--- config.mk ---
export PLATFORM = sky130hd
export DESIGN_NAME = onehot_decoder_seq_flat
export DESIGN_NICKNAME = d
export VERILOG_FILES = /design/src/rtl/onehot_decoder_seq_if.sv /design/src/rtl/onehot_decoder_seq.sv /design/src/flat_wrapper.sv
export SDC_FILE = /design/constraint.sdc
export NUM_CORES = 1
export LEC_CHECK = 0
export ABC_AREA = 0
export ABC_CLOCK_PERIOD_IN_PS = 1800
export CORE_ASPECT_RATIO = 0.8
export CORE_MARGIN = 2
export CORE_UTILIZATION = 40
export CTS_CLUSTER_SIZE = 40
export DETAILED_ROUTE_END_ITERATION = 10
export GPL_ROUTABILITY_DRIVEN = 0
export PLACE_DENSITY = 0.65
export SETUP_SLACK_MARGIN = 0.15
export SLEW_MARGIN = 20
export SYNTH_ARGS = -nofsm -noshare
export SYNTH_HDL_FRONTEND = slang
export SYNTH_SLANG_ARGS = --single-unit
--- constraint.sdc ---
create_clock -name clk -period 1.8 [get_ports clk]
set_input_delay 0.27 -clock clk [delete_from_list [all_inputs] [get_ports clk]]
set_output_delay 0.27 -clock clk [all_outputs]
set_load 0.01 [all_outputs]
--- src/rtl/onehot_decoder_seq_if.sv ---
// Handshake and output bundle for onehot_decoder_seq: code/valid in, ready/y/busy/done out.
interface onehot_decoder_seq_if;
  logic [1:0] code;
  logic       valid;
  logic       ready;
  logic [3:0] y;
  logic       busy;
  logic       done;

  modport master (
    output code,
    output valid,
    input  ready,
    input  y,
    input  busy,
    input  done
  );

  modport slave (
    input  code,
    input  valid,
    output ready,
    output y,
    output busy,
    output done
  );
endinterface

--- src/rtl/onehot_decoder_seq.sv ---
// Registered 2-to-4 one-hot decoder that holds each accepted pattern for HOLD cycles.
// Optional macro ONEHOT_DEC_STICKY_EN keeps the last pattern on y after the hold ends.
module onehot_decoder_seq #(
  parameter int unsigned HOLD = 10
) (
  input logic                 clk,
  input logic                 rst,
  onehot_decoder_seq_if.slave bus
);

  typedef enum logic [0:0] {
    StIdle,
    StDrive
  } state_e;

  localparam logic [7:0] LastCnt = 8'(HOLD - 1);

  state_e     state_q, state_d;
  logic [7:0] cnt_q, cnt_d;
  logic [3:0] y_q, y_d;
  logic       busy_q, busy_d;
  logic       done_q, done_d;

  always_ff @(posedge clk) begin
    if (rst) begin
      state_q <= StIdle;
      cnt_q   <= 8'd0;
      y_q     <= 4'b0000;
      busy_q  <= 1'b0;
      done_q  <= 1'b0;
    end else begin
      state_q <= state_d;
      cnt_q   <= cnt_d;
      y_q     <= y_d;
      busy_q  <= busy_d;
      done_q  <= done_d;
    end
  end

  always_comb begin
    state_d = state_q;
    cnt_d   = cnt_q;
    y_d     = y_q;
    busy_d  = busy_q;
    done_d  = 1'b0;
    unique case (state_q)
      StIdle: begin
        if (bus.valid) begin
          state_d = StDrive;
          y_d     = 4'b0001 << bus.code;
          cnt_d   = 8'd0;
          busy_d  = 1'b1;
        end
      end
      StDrive: begin
        // valid/code are deliberately not looked at here: no queuing while holding
        if (cnt_q == LastCnt) begin
          state_d = StIdle;
          cnt_d   = 8'd0;
          busy_d  = 1'b0;
          done_d  = 1'b1;
`ifdef ONEHOT_DEC_STICKY_EN
          y_d     = y_q;
`else
          y_d     = 4'b0000;
`endif
        end else begin
          cnt_d = cnt_q + 8'd1;
        end
      end
      default: state_d = StIdle;
    endcase
  end

  assign bus.ready = (state_q == StIdle);
  assign bus.y     = y_q;
  assign bus.busy  = busy_q;
  assign bus.done  = done_q;

  a_y_onehot0: assert property (@(posedge clk) disable iff (rst) $onehot0(y_q));
  a_busy_state: assert property (@(posedge clk) disable iff (rst)
                                 busy_q == (state_q == StDrive));
  a_done_idle: assert property (@(posedge clk) disable iff (rst) done_q |-> !busy_q);

endmodule

--- src/flat_wrapper.sv ---
// flat-port wrapper written by rule: the top's interface ports become plain ports
module onehot_decoder_seq_flat 
#(
  parameter int unsigned HOLD = 10
)
  (clk, rst, bus_code, bus_valid, bus_ready, bus_y, bus_busy, bus_done);
  onehot_decoder_seq_if bus_i ();
  input logic clk;
  input logic rst;
  input wire logic [$bits(bus_i.code)-1:0] bus_code;
  input wire logic [$bits(bus_i.valid)-1:0] bus_valid;
  output wire logic [$bits(bus_i.ready)-1:0] bus_ready;
  output wire logic [$bits(bus_i.y)-1:0] bus_y;
  output wire logic [$bits(bus_i.busy)-1:0] bus_busy;
  output wire logic [$bits(bus_i.done)-1:0] bus_done;
  assign bus_i.code = bus_code;
  assign bus_i.valid = bus_valid;
  assign bus_ready = bus_i.ready;
  assign bus_y = bus_i.y;
  assign bus_busy = bus_i.busy;
  assign bus_done = bus_i.done;
  onehot_decoder_seq #(.HOLD(HOLD)) u_core (.clk(clk), .rst(rst), .bus(bus_i));
endmodule
==> impl_metrics.csv <==
group,metric,value,unit
yosys,yosysTopAreaCell,"dfxtp_1",
power,p_leak,0.3351,nW
timing,slew_headroom,0.7241,
critical_path,crit_fanout,5,
cells_and_area,fillCellCount,156,
yosys,ys.flop_type,"dfxtp_1",
timing,rsz0062_at_grt,"false",
floorplanning,row_count,13,
critical_path,cp_slowest_cell,"dfxtp_2",
floorplanning,coreArea,1627,um2
drt,drcViolationCount,0,
job,drv_cap,0,
yosys,post_synth.cell_area_avg,9.452,um2
timing,setup_violations,0,
clock_tree,clock_path_buffers,2,
power,power_density,700.5,nW/um2
cells_and_area,num-nets-final,98,
cells_and_area,insertedDiodeCount,0,
drt,via_per_inst,5.250,
critical_path,crit_cells,5,
place,dp_hpwl,1.097,mm
clock_tree,path_clk_slew,0.09,ns
clock_tree,root_buffer,"clkbuf_4",
floorplanning,start_util,0.4300,
run_status,outcome,"finished, final reports clean",
floorplanning,die_x,50.75,um
drt,firstDrtPassIters,4,
min_path,min_path_type,"reg -> reg",
cells_and_area,fin_util,0.5477,
cells_and_area,area_delta_synth_final,27.37,%
yosys,ys_ff_latch,15,
timing,setup-tns-final,0,ns
yosys,synth.top_cell.area_share,0.4293,
timing,max_freq,0.6292,GHz
yosys,yosysMostFrequentCell,"dfxtp_1",
critical_path,critical_path_class,"reg -> reg",
timing,period_share,0.8830,
floorplanning,die-area,2101,um2
yosys,synth_cells,74,
drt,drt-initial-drc-count,7,
yosys,yosys_warnings,0,
clock_tree,cts-buffers-inserted,3,
yosys,syn_area,699.4,um2
global_route,grt_start_max_net_pins,13,
drt,vias,588,
clock_tree,clk_latency,0.29,ns
clock_tree,htreeDepth,1,
global_route,grt_pass1_wl,2.504,mm
global_route,grt_pass1_vias,533,
critical_path,critical_path_required,1.99,ns
timing,hold_viol,0,
global_route,track_usage,0.1620,
yosys,synthArstFlopShare,0,
floorplanning,num_io_pins,12,
timing,period_needed,1.589,ns
place,port_buffers,11,
critical_path,r2r_setup_slack,0.21,ns
critical_path,reg2reg_depth,5,
cells_and_area,drive_above_1_share,0.1556,
drt,postRouteAntennaNets,0,
yosys,synthTopCellsByCount,"dfxtp_1 (15), nor2_1 (8), nand3_1 (6)",
critical_path,cp-end-kind,"flop",
critical_path,timing.rr.start,"u_core.cnt_q[0]$_SDFFE_PP0P_",
timing,worst_hold_slack,0.4649,ns
timing,worst_pin_slew,0.4124,ns
yosys,synth_edf_count,0,
yosys,syn_nets,81,
floorplanning,die_h,41.40,um
critical_path,cp_cell_sequence,"ha_1, nor4b_4, a21o_1, a21oi_1, a32o_1",
clock_tree,tritoncts,"built",
yosys,synth_area_leaders,"dfxtp_1 (43%), nand3_1 (4.3%), nor2_1 (4.3%)",
yosys,ys_seq_area_frac,0.4293,
clock_tree,hold_buffers,0,
critical_path,critPathTopFamily,"compound AO/OA/AOI/OAI gates",
critical_path,r2r_end,"u_core.bus.y[2]$_SDFFE_PP0P_",
critical_path,critPathBufInv,0,
yosys,synth.distinct_cells,32,
global_route,antenna_found_initial,0,
critical_path,cp.arrival,1.78,ns
critical_path,crit_end,"u_core.bus.y[2]$_SDFFE_PP0P_",
drt,wl_per_cell,13.07,um
clock_tree,clkSinkCount,15,
critical_path,crit_path_start_kind,"flop",
power,ir_worst_vdd,0.0004361,V
critical_path,slowest_delay,0.38,ns
critical_path,startpoint,"u_core.cnt_q[0]$_SDFFE_PP0P_",
timing,report.final.slew_viol_count,0,
global_route,grt_overflow_total,0,
power,power,0.6240,mW
timing,skew,0.01069,ns
drt,wl,1.464,mm
## repair_timing
item	4_1_cts	5_1_grt
endpoints found under the hold margin	0	0
setup endpoints to repair	0	7
setup buffers	0	2
gates resized for setup	0	4
## how the worst min path moves through the flow
stage | startpoint | end | slack (ns) | cells past startpoint
2_1_floorplan | bus_code[0] | u_core.bus.y[0]$_SDFFE_PP0P_ | 0.36 | 1
3_3_place_gp | u_core.bus.y[0]$_SDFFE_PP0P_ | u_core.bus.y[0]$_SDFFE_PP0P_ | 0.45 | 1
3_5_place_dp | u_core.bus.y[0]$_SDFFE_PP0P_ | u_core.bus.y[0]$_SDFFE_PP0P_ | 0.45 | 1
4_1_cts | u_core.bus.y[0]$_SDFFE_PP0P_ | u_core.bus.y[0]$_SDFFE_PP0P_ | 0.47 | 1
5_1_grt | u_core.bus.y[0]$_SDFFE_PP0P_ | u_core.bus.y[0]$_SDFFE_PP0P_ | 0.48 | 1
6_report | u_core.bus.y[0]$_SDFFE_PP0P_ | u_core.bus.y[0]$_SDFFE_PP0P_ | 0.46 | 1
## cell usage in the layout (no fill, tap or decap), types with 2 or more instances in the layout
cell type	instances
or2_2	2
o2bb2ai_1	2
inv_1	2
dfxtp_2	2
nand2b_1	3
nor2_1	8
and3_1	3
a21oi_1	4
a311oi_1	2
nor3b_1	2
nand3_1	6
a32o_1	2
dfxtp_1	13
buf_4	3
clkdlybuf4s50_1	10
nand3b_1	2
ha_1	2
clkbuf_4	3
## kinds of logic (layout without fill, tap and decap cells)
family / count (synthesis) / count (layout) / synth area share
compound gates: 17 / 17 / 0.1879
fa+ha+maj: 2 / 2 / 0.03577
buf+inv: 5 / 21 / 0.02684
flops: 15 / 15 / 0.4293
mux: 1 / 1 / 0.01431
simple gates: 34 / 34 / 0.3059
## cell type report
cell class | count | area (um2) | area share
inverters | 3 | 11.26 | 0.01264
multi-input cells | 54 | 387.9 | 0.4354
clock buffers | 4 | 26.28 | 0.02949
repair buffers | 14 | 135.1 | 0.1517
flip-flops and latches | 15 | 302.8 | 0.3399
well taps | 22 | 27.53 | 0.03090
## report_power, final
part,internal (mW),total (mW),switching (mW)
sequential,0.341,0.349,0.00817
clock,0.0862,0.192,0.106
combinational,0.0429,0.0825,0.0396
## registers in the layout, summed over array words and instances, names as in the netlist
register / count
u_core.cnt_q: 8
u_core.bus.y: 4
u_core.bus.busy: 1
u_core.bus.done: 1
u_core.state_q: 1
## per-layer routing
layer  track usage  share of wire  up-vias
met1        0.2366           0.54      261
met2        0.2026           0.38       15
met5             0              0        -
li1              -              -      309
met4       0.06486          0.012        0
met3       0.07194          0.061        3
## through the flow
step                      setup slack (ns)  area [um2]  instances
after floorplan                     0.3282       699.4         74
after global placement              0.1608       837.1        106
after detailed placement            0.1628       837.1        106
after CTS                           0.1752       863.3        110
after global routing                0.1524       890.9        112
final                               0.2106       890.9        112
No activity file was read; power rests on OpenSTA's default activity.
